**src/rtl/instr_fetch.sv**
```systemverilog
// Instruction fetch unit: single-outstanding memory requests feeding a small
// circular instruction buffer, with redirect flush and in-flight response drain.
module instr_fetch #(
  parameter logic [31:0] RESET_PC = 32'h0000_0000,
  parameter int unsigned DEPTH    = 2
) (
  input  logic        clock,
  input  logic        reset,
  output logic        imem_req,
  output logic [31:0] imem_addr,
  input  logic        imem_ack,
  input  logic [31:0] imem_data,
  input  logic        redirect,
  input  logic [31:0] redirect_pc,
  output logic        instr_valid,
  output logic [31:0] instruction,
  output logic [31:0] instr_pc,
  input  logic        instr_ready
);

  localparam int unsigned    AW   = $clog2(DEPTH);
  localparam int unsigned    CW   = AW + 1;
  localparam logic [CW-1:0]  FULL = CW'(DEPTH);

  typedef enum logic [1:0] {
    FETCH = 2'd0,
    STALL = 2'd1,
    DRAIN = 2'd2
  } state_e;

  state_e          state_q, state_d;
  logic [31:0]     pc_q, pc_d;
  logic [31:0]     target_q, target_d;
  logic [CW-1:0]   count_q, count_d;
  logic [AW-1:0]   head_q, head_d;
  logic [AW-1:0]   tail_q, tail_d;
  logic [31:0]     buf_data_q [DEPTH];
  logic [31:0]     buf_pc_q   [DEPTH];
  logic [31:0]     redir_pc;
  logic            push, pop;

  assign redir_pc = redirect_pc & ~32'h3;

  // pc_q doubles as the outstanding request address; it only moves on an ack
  // or when no request is in flight, which keeps imem_addr stable.
  assign imem_req    = !reset && (state_q != STALL);
  assign imem_addr   = reset ? RESET_PC : pc_q;
  assign instr_valid = !reset && (count_q != '0);
  assign instruction = instr_valid ? buf_data_q[head_q] : '0;
  assign instr_pc    = instr_valid ? buf_pc_q[head_q]   : '0;

  always_comb begin
    state_d  = state_q;
    pc_d     = pc_q;
    target_d = target_q;
    head_d   = head_q;
    tail_d   = tail_q;
    count_d  = count_q;
    push     = 1'b0;
    pop      = 1'b0;
    if (redirect) begin
      head_d  = '0;
      tail_d  = '0;
      count_d = '0;
      unique case (state_q)
        FETCH: begin
          if (imem_ack) begin
            pc_d = redir_pc;
          end else begin
            target_d = redir_pc;
            state_d  = DRAIN;
          end
        end
        STALL: begin
          pc_d    = redir_pc;
          state_d = FETCH;
        end
        DRAIN: begin
          target_d = redir_pc;
          if (imem_ack) begin
            pc_d    = redir_pc;
            state_d = FETCH;
          end
        end
        default: state_d = FETCH;
      endcase
    end else begin
      pop  = instr_valid && instr_ready;
      push = (state_q == FETCH) && imem_ack;
      if (push) begin
        tail_d = tail_q + AW'(1);
        pc_d   = pc_q + 32'd4;
      end
      if (pop) begin
        head_d = head_q + AW'(1);
      end
      count_d = count_q + CW'(push) - CW'(pop);
      unique case (state_q)
        FETCH, STALL: state_d = (count_d == FULL) ? STALL : FETCH;
        DRAIN: begin
          if (imem_ack) begin
            pc_d    = target_q;
            state_d = FETCH;
          end
        end
        default: state_d = FETCH;
      endcase
    end
  end

  always_ff @(posedge clock) begin
    if (reset) begin
      state_q  <= FETCH;
      pc_q     <= RESET_PC;
      target_q <= RESET_PC;
      count_q  <= '0;
      head_q   <= '0;
      tail_q   <= '0;
    end else begin
      state_q  <= state_d;
      pc_q     <= pc_d;
      target_q <= target_d;
      count_q  <= count_d;
      head_q   <= head_d;
      tail_q   <= tail_d;
    end
  end

  always_ff @(posedge clock) begin
    if (push && !reset) begin
      buf_data_q[tail_q] <= imem_data;
      buf_pc_q[tail_q]   <= pc_q;
    end
  end

endmodule

```
**config.mk**
```make
export PLATFORM = sky130hd
export DESIGN_NAME = instr_fetch
export DESIGN_NICKNAME = d
export VERILOG_FILES = /design/src/rtl/instr_fetch.sv
export SDC_FILE = /design/constraint.sdc
export NUM_CORES = 1
export LEC_CHECK = 0
export BUFFER_PORTS_ARGS = -buffer_cell sky130_fd_sc_hd__buf_2
export CAP_MARGIN = 20
export CELL_PAD_IN_SITES_DETAIL_PLACEMENT = 1
export CELL_PAD_IN_SITES_GLOBAL_PLACEMENT = 2
export CORE_ASPECT_RATIO = 1.2
export CORE_MARGIN = 2
export CORE_UTILIZATION = 35
export DETAILED_ROUTE_END_ITERATION = 16
export GPL_TIMING_DRIVEN = 0
export PLACE_DENSITY = 0.81
export SYNTH_ARGS = -nofsm -noshare
export SYNTH_HDL_FRONTEND = slang
export SYNTH_SLANG_ARGS = --single-unit
```
**constraint.sdc**
```tcl
create_clock -name clock -period 9.5 [get_ports clock]
set_input_delay 0.475 -clock clock [delete_from_list [all_inputs] [get_ports clock]]
set_output_delay 0.475 -clock clock [all_outputs]
set_load 0.02 [all_outputs]
```
==> results.md <==
- RSZ-0062 raised after global routing: no
- Total setup violations reported at the end of the flow: 0
- Slew margin rel.: 38.5%
- Largest area contributor in the netlist: edfxtp_1
- Slowest CP cell: buf_1
- Post-detailed-route count of antenna-violating nets: 0
- CP max FO: 10
- Final hold violation count: 0
- Pre-antenna DRT Iters: 4
- R2r setup slk: around 6.6 ns
- DRC viols: 0
- Hold endpoint: buf_data_q[1][2]
- # diodes: 0
- CTS H-Tree Depth: 4
- Num CTS Buffers: 17
- Area Overhead vs Synth: 21.6%
- Max-cap violations: 0
- First-pass GRT wire length: approximately 40000 um
- Max-slew violation count: 0
- Total track usage: slightly below 20%
- Layout Skew: approximately 0.013 ns
- Post-CTS setup buffers: 0
- TNS Setup: 0 ns
- Period utilization: a little under a third
- Dominant cells by area after synthesis: edfxtp_1, dfxtp_1, mux2i_1, nand2_1, nor2_1
- Crit path largest cell delay: roughly 0.54 ns
- CP cell instances: buf_2 > clkbuf_1 > clkbuf_1 > buf_1 > nor2_1 > buf_2
- Clk buf depth: 2
- Leak: between 3 and 4 nW
- Antenna violations before repair: 0
- Crit path kind: in -> out
- Die area: roughly 26000 um^2
- Nets@finish: 1052
- Setup crit end kind: primary output
- Post-CTS resize count: 0
- Starting Density: 35.9%
- HP Start: imem_data[2]
- Placer Congestion: roughly 0.8
- Syn Inst Count: 790
- CTS Sinks: about 190
- Slew @ Worst Pin: between 0.9 and 1 ns
- Maximum vdd drop: 0.000131 V
- Worst hold slack: 0.224 ns
- Number of flops mapped to enable cells by yosys: 124
- Syn_area_per_cell: ~11 um^2
- Fin crit period: a little under 3 ns
- Post-synth ARST share: 0%
- Max Freq: ~0.34 GHz
- RR Startpoint: state_q[1]
- Port Buffers: roughly 160
- Crit Reg-Reg Endpoint: buf_pc_q[1][29]
- Core Region: 24000 um^2
- FF+latch count, synth: approximately 190
- Final core occ: between 40% and 50%
- Via count: 6804
- Ys flop type: edfxtp_1
- WP data required: roughly 9.0 ns
- Iteration-0 DRC Markers: roughly 400
- Die Wd: between 100 and 150 um
- Fin cells: 1312
- Clock Tree Root: clkbuf_16
- Synth top area share: 43.2%
- TritonCTS clock tree: yes
- Num rows: 62
- Routed length per instance: around 20 um
- Number of global-route vias before repair: 6892
- Vias per cell: around 5.2
- Layout cells sized above 1: roughly a quarter
- Latest clock arrival within the worst-skew pair: ~0.44 ns
- PwrDens: ~170 nW/um^2
- Remaining global-route overflow: 0
- Post-CTS Hold Buffers: 0
- HP Class: in -> reg
- Status: completed
- Largest net degree at the start of global routing: 63
- Routed WL: 25700 um
- Worst Path Arrival: around 2.5 ns
- Die height: 176 um
- Post-synthesis sequential area ratio: 58.7%
- # IOs: 167
- Hold path depth: 1
- Clk slew on worst S/H paths: about 0.08 ns
- Synth unique cells: between 70 and 80
- Reg2reg path depth: 4
- Placed insts: 1281
- Syn. warnings: 0
- Startpoint Class: input port
- Synth Cell Area: around 8600 um^2
- Post-DP HPWL: approximately 19000 um
critical path, delay by kind of cell:
kind                   cells  cell delay, ns
and+or+nand+nor            1            0.12
buffers and inverters      5            1.85
layer usage:
layer | GRT usage (%) | share of wire [%]
met5 | 0 | 0
met4 | 7.57 | 2.8
met3 | 2.76 | 3.5
met2 | 34.5 | 50
met1 | 24.9 | 44
cell type report:
cell class              count  area (um^2)
inverters                   7         26.3
repair buffers            168          867
multi-input cells         535         3290
clock inverters            14          145
clock buffers              17          425
flip-flops and latches    191         5060
fillers                  2750        13600
plain buffers              60          262
well taps                 320          400
cell usage after synthesis, drive strengths merged (3+ instances only):
| cell type | number |
|---|---|
| edfxtp | 124 |
| nand2 | 95 |
| nor2 | 87 |
| dfxtp | 67 |
| mux2i | 64 |
| a21oi | 58 |
| clkbuf | 41 |
| nor2b | 30 |
| o21ai | 28 |
| buf | 19 |
| nand4 | 14 |
| nand3 | 12 |
| nor3 | 11 |
| nand2b | 10 |
| xor2 | 9 |
| a22oi | 8 |
| inv | 7 |
| nor4 | 7 |
| a221o | 6 |
| o221ai | 6 |
| o31ai | 6 |
| and4 | 5 |
| a311oi | 4 |
| a31oi | 4 |
| a32o | 4 |
| o211ai | 4 |
| o22ai | 4 |
| o31a | 4 |
| xnor2 | 4 |
| a41o | 3 |
| and3 | 3 |
| ha | 3 |
| nor3b | 3 |
flip-flops by register name, summed over array words and instances (netlist names), named ones only:
register,count
state_q,2
tail_q,1
head_q,1
target_q,30
buf_pc_q,60
pc_q,30
buf_data_q,64
count_q,2
how the worst max path moves through the flow:
stage / from / endpoint / slack [ns] / depth (start not counted)
6_report: reset / imem_addr[22] / 6.57 / 6
3_5_place_dp: redirect / buf_data_q[0][5] / 6.38 / 8
5_1_grt: flop / instruction[4] / 6.45 / 5
3_3_place_gp: redirect / buf_data_q[0][7] / -2.14 / 5
2_1_floorplan: redirect / buf_data_q[0][0] / 1.82 / 5
4_1_cts: flop / instr_pc[7] / 6.52 / 5
placed cells by master (no fill, tap or decap), drive strengths merged, types with 5 or more instances in the layout:
master,Yosys,final
inv,7,15
nor2b,30,30
mux2i,64,64
nor4,7,7
dfxtp,67,67
clkbuf,41,58
and4,5,5
nor3,11,11
o31ai,6,6
nand3,12,12
xor2,9,9
o21ai,28,28
o221ai,6,6
buf,19,187
nor2,87,87
nand2,95,95
a22oi,8,8
nand2b,10,10
a221o,6,6
a21oi,58,58
edfxtp,124,124
nand4,14,14
through the flow:
| stage | power, mW | setup slack [ns] | area, um^2 |
|---|---|---|---|
| after floorplan | 1.06 | 1.82 | 8630 |
| after global placement | 1.14 | -2.14 | 9830 |
| after detailed placement | 1.14 | 6.38 | 9910 |
| after CTS | 1.83 | 6.52 | 10500 |
| after global routing | 1.88 | 6.45 | 10500 |
| final | 1.82 | 6.57 | 10500 |
cells by family (layout without fill, tap and decap cells):
logic type,count (synthesis),in the layout,share of synthesized area [%]
AO/OA/AOI/OAI,157,157,11.9
multiplexers,66,66,7.69
adder cells (fa/ha/maj),3,3,0.435
buffers and inverters,67,266,3.34
XOR/XNOR,13,13,1.32
other,1,4,0.0435
AND/OR/NAND/NOR,292,292,16.6
flip-flops,191,191,58.7
power by group:
| group | internal [mW] | total [mW] | switching (mW) |
|---|---|---|---|
| Clock | 0.350 | 0.698 | 0.348 |
| Sequential | 0.913 | 0.940 | 0.0277 |
| Combinational | 0.0637 | 0.182 | 0.118 |
Note: power is estimated with default switching activity, not from simulation.
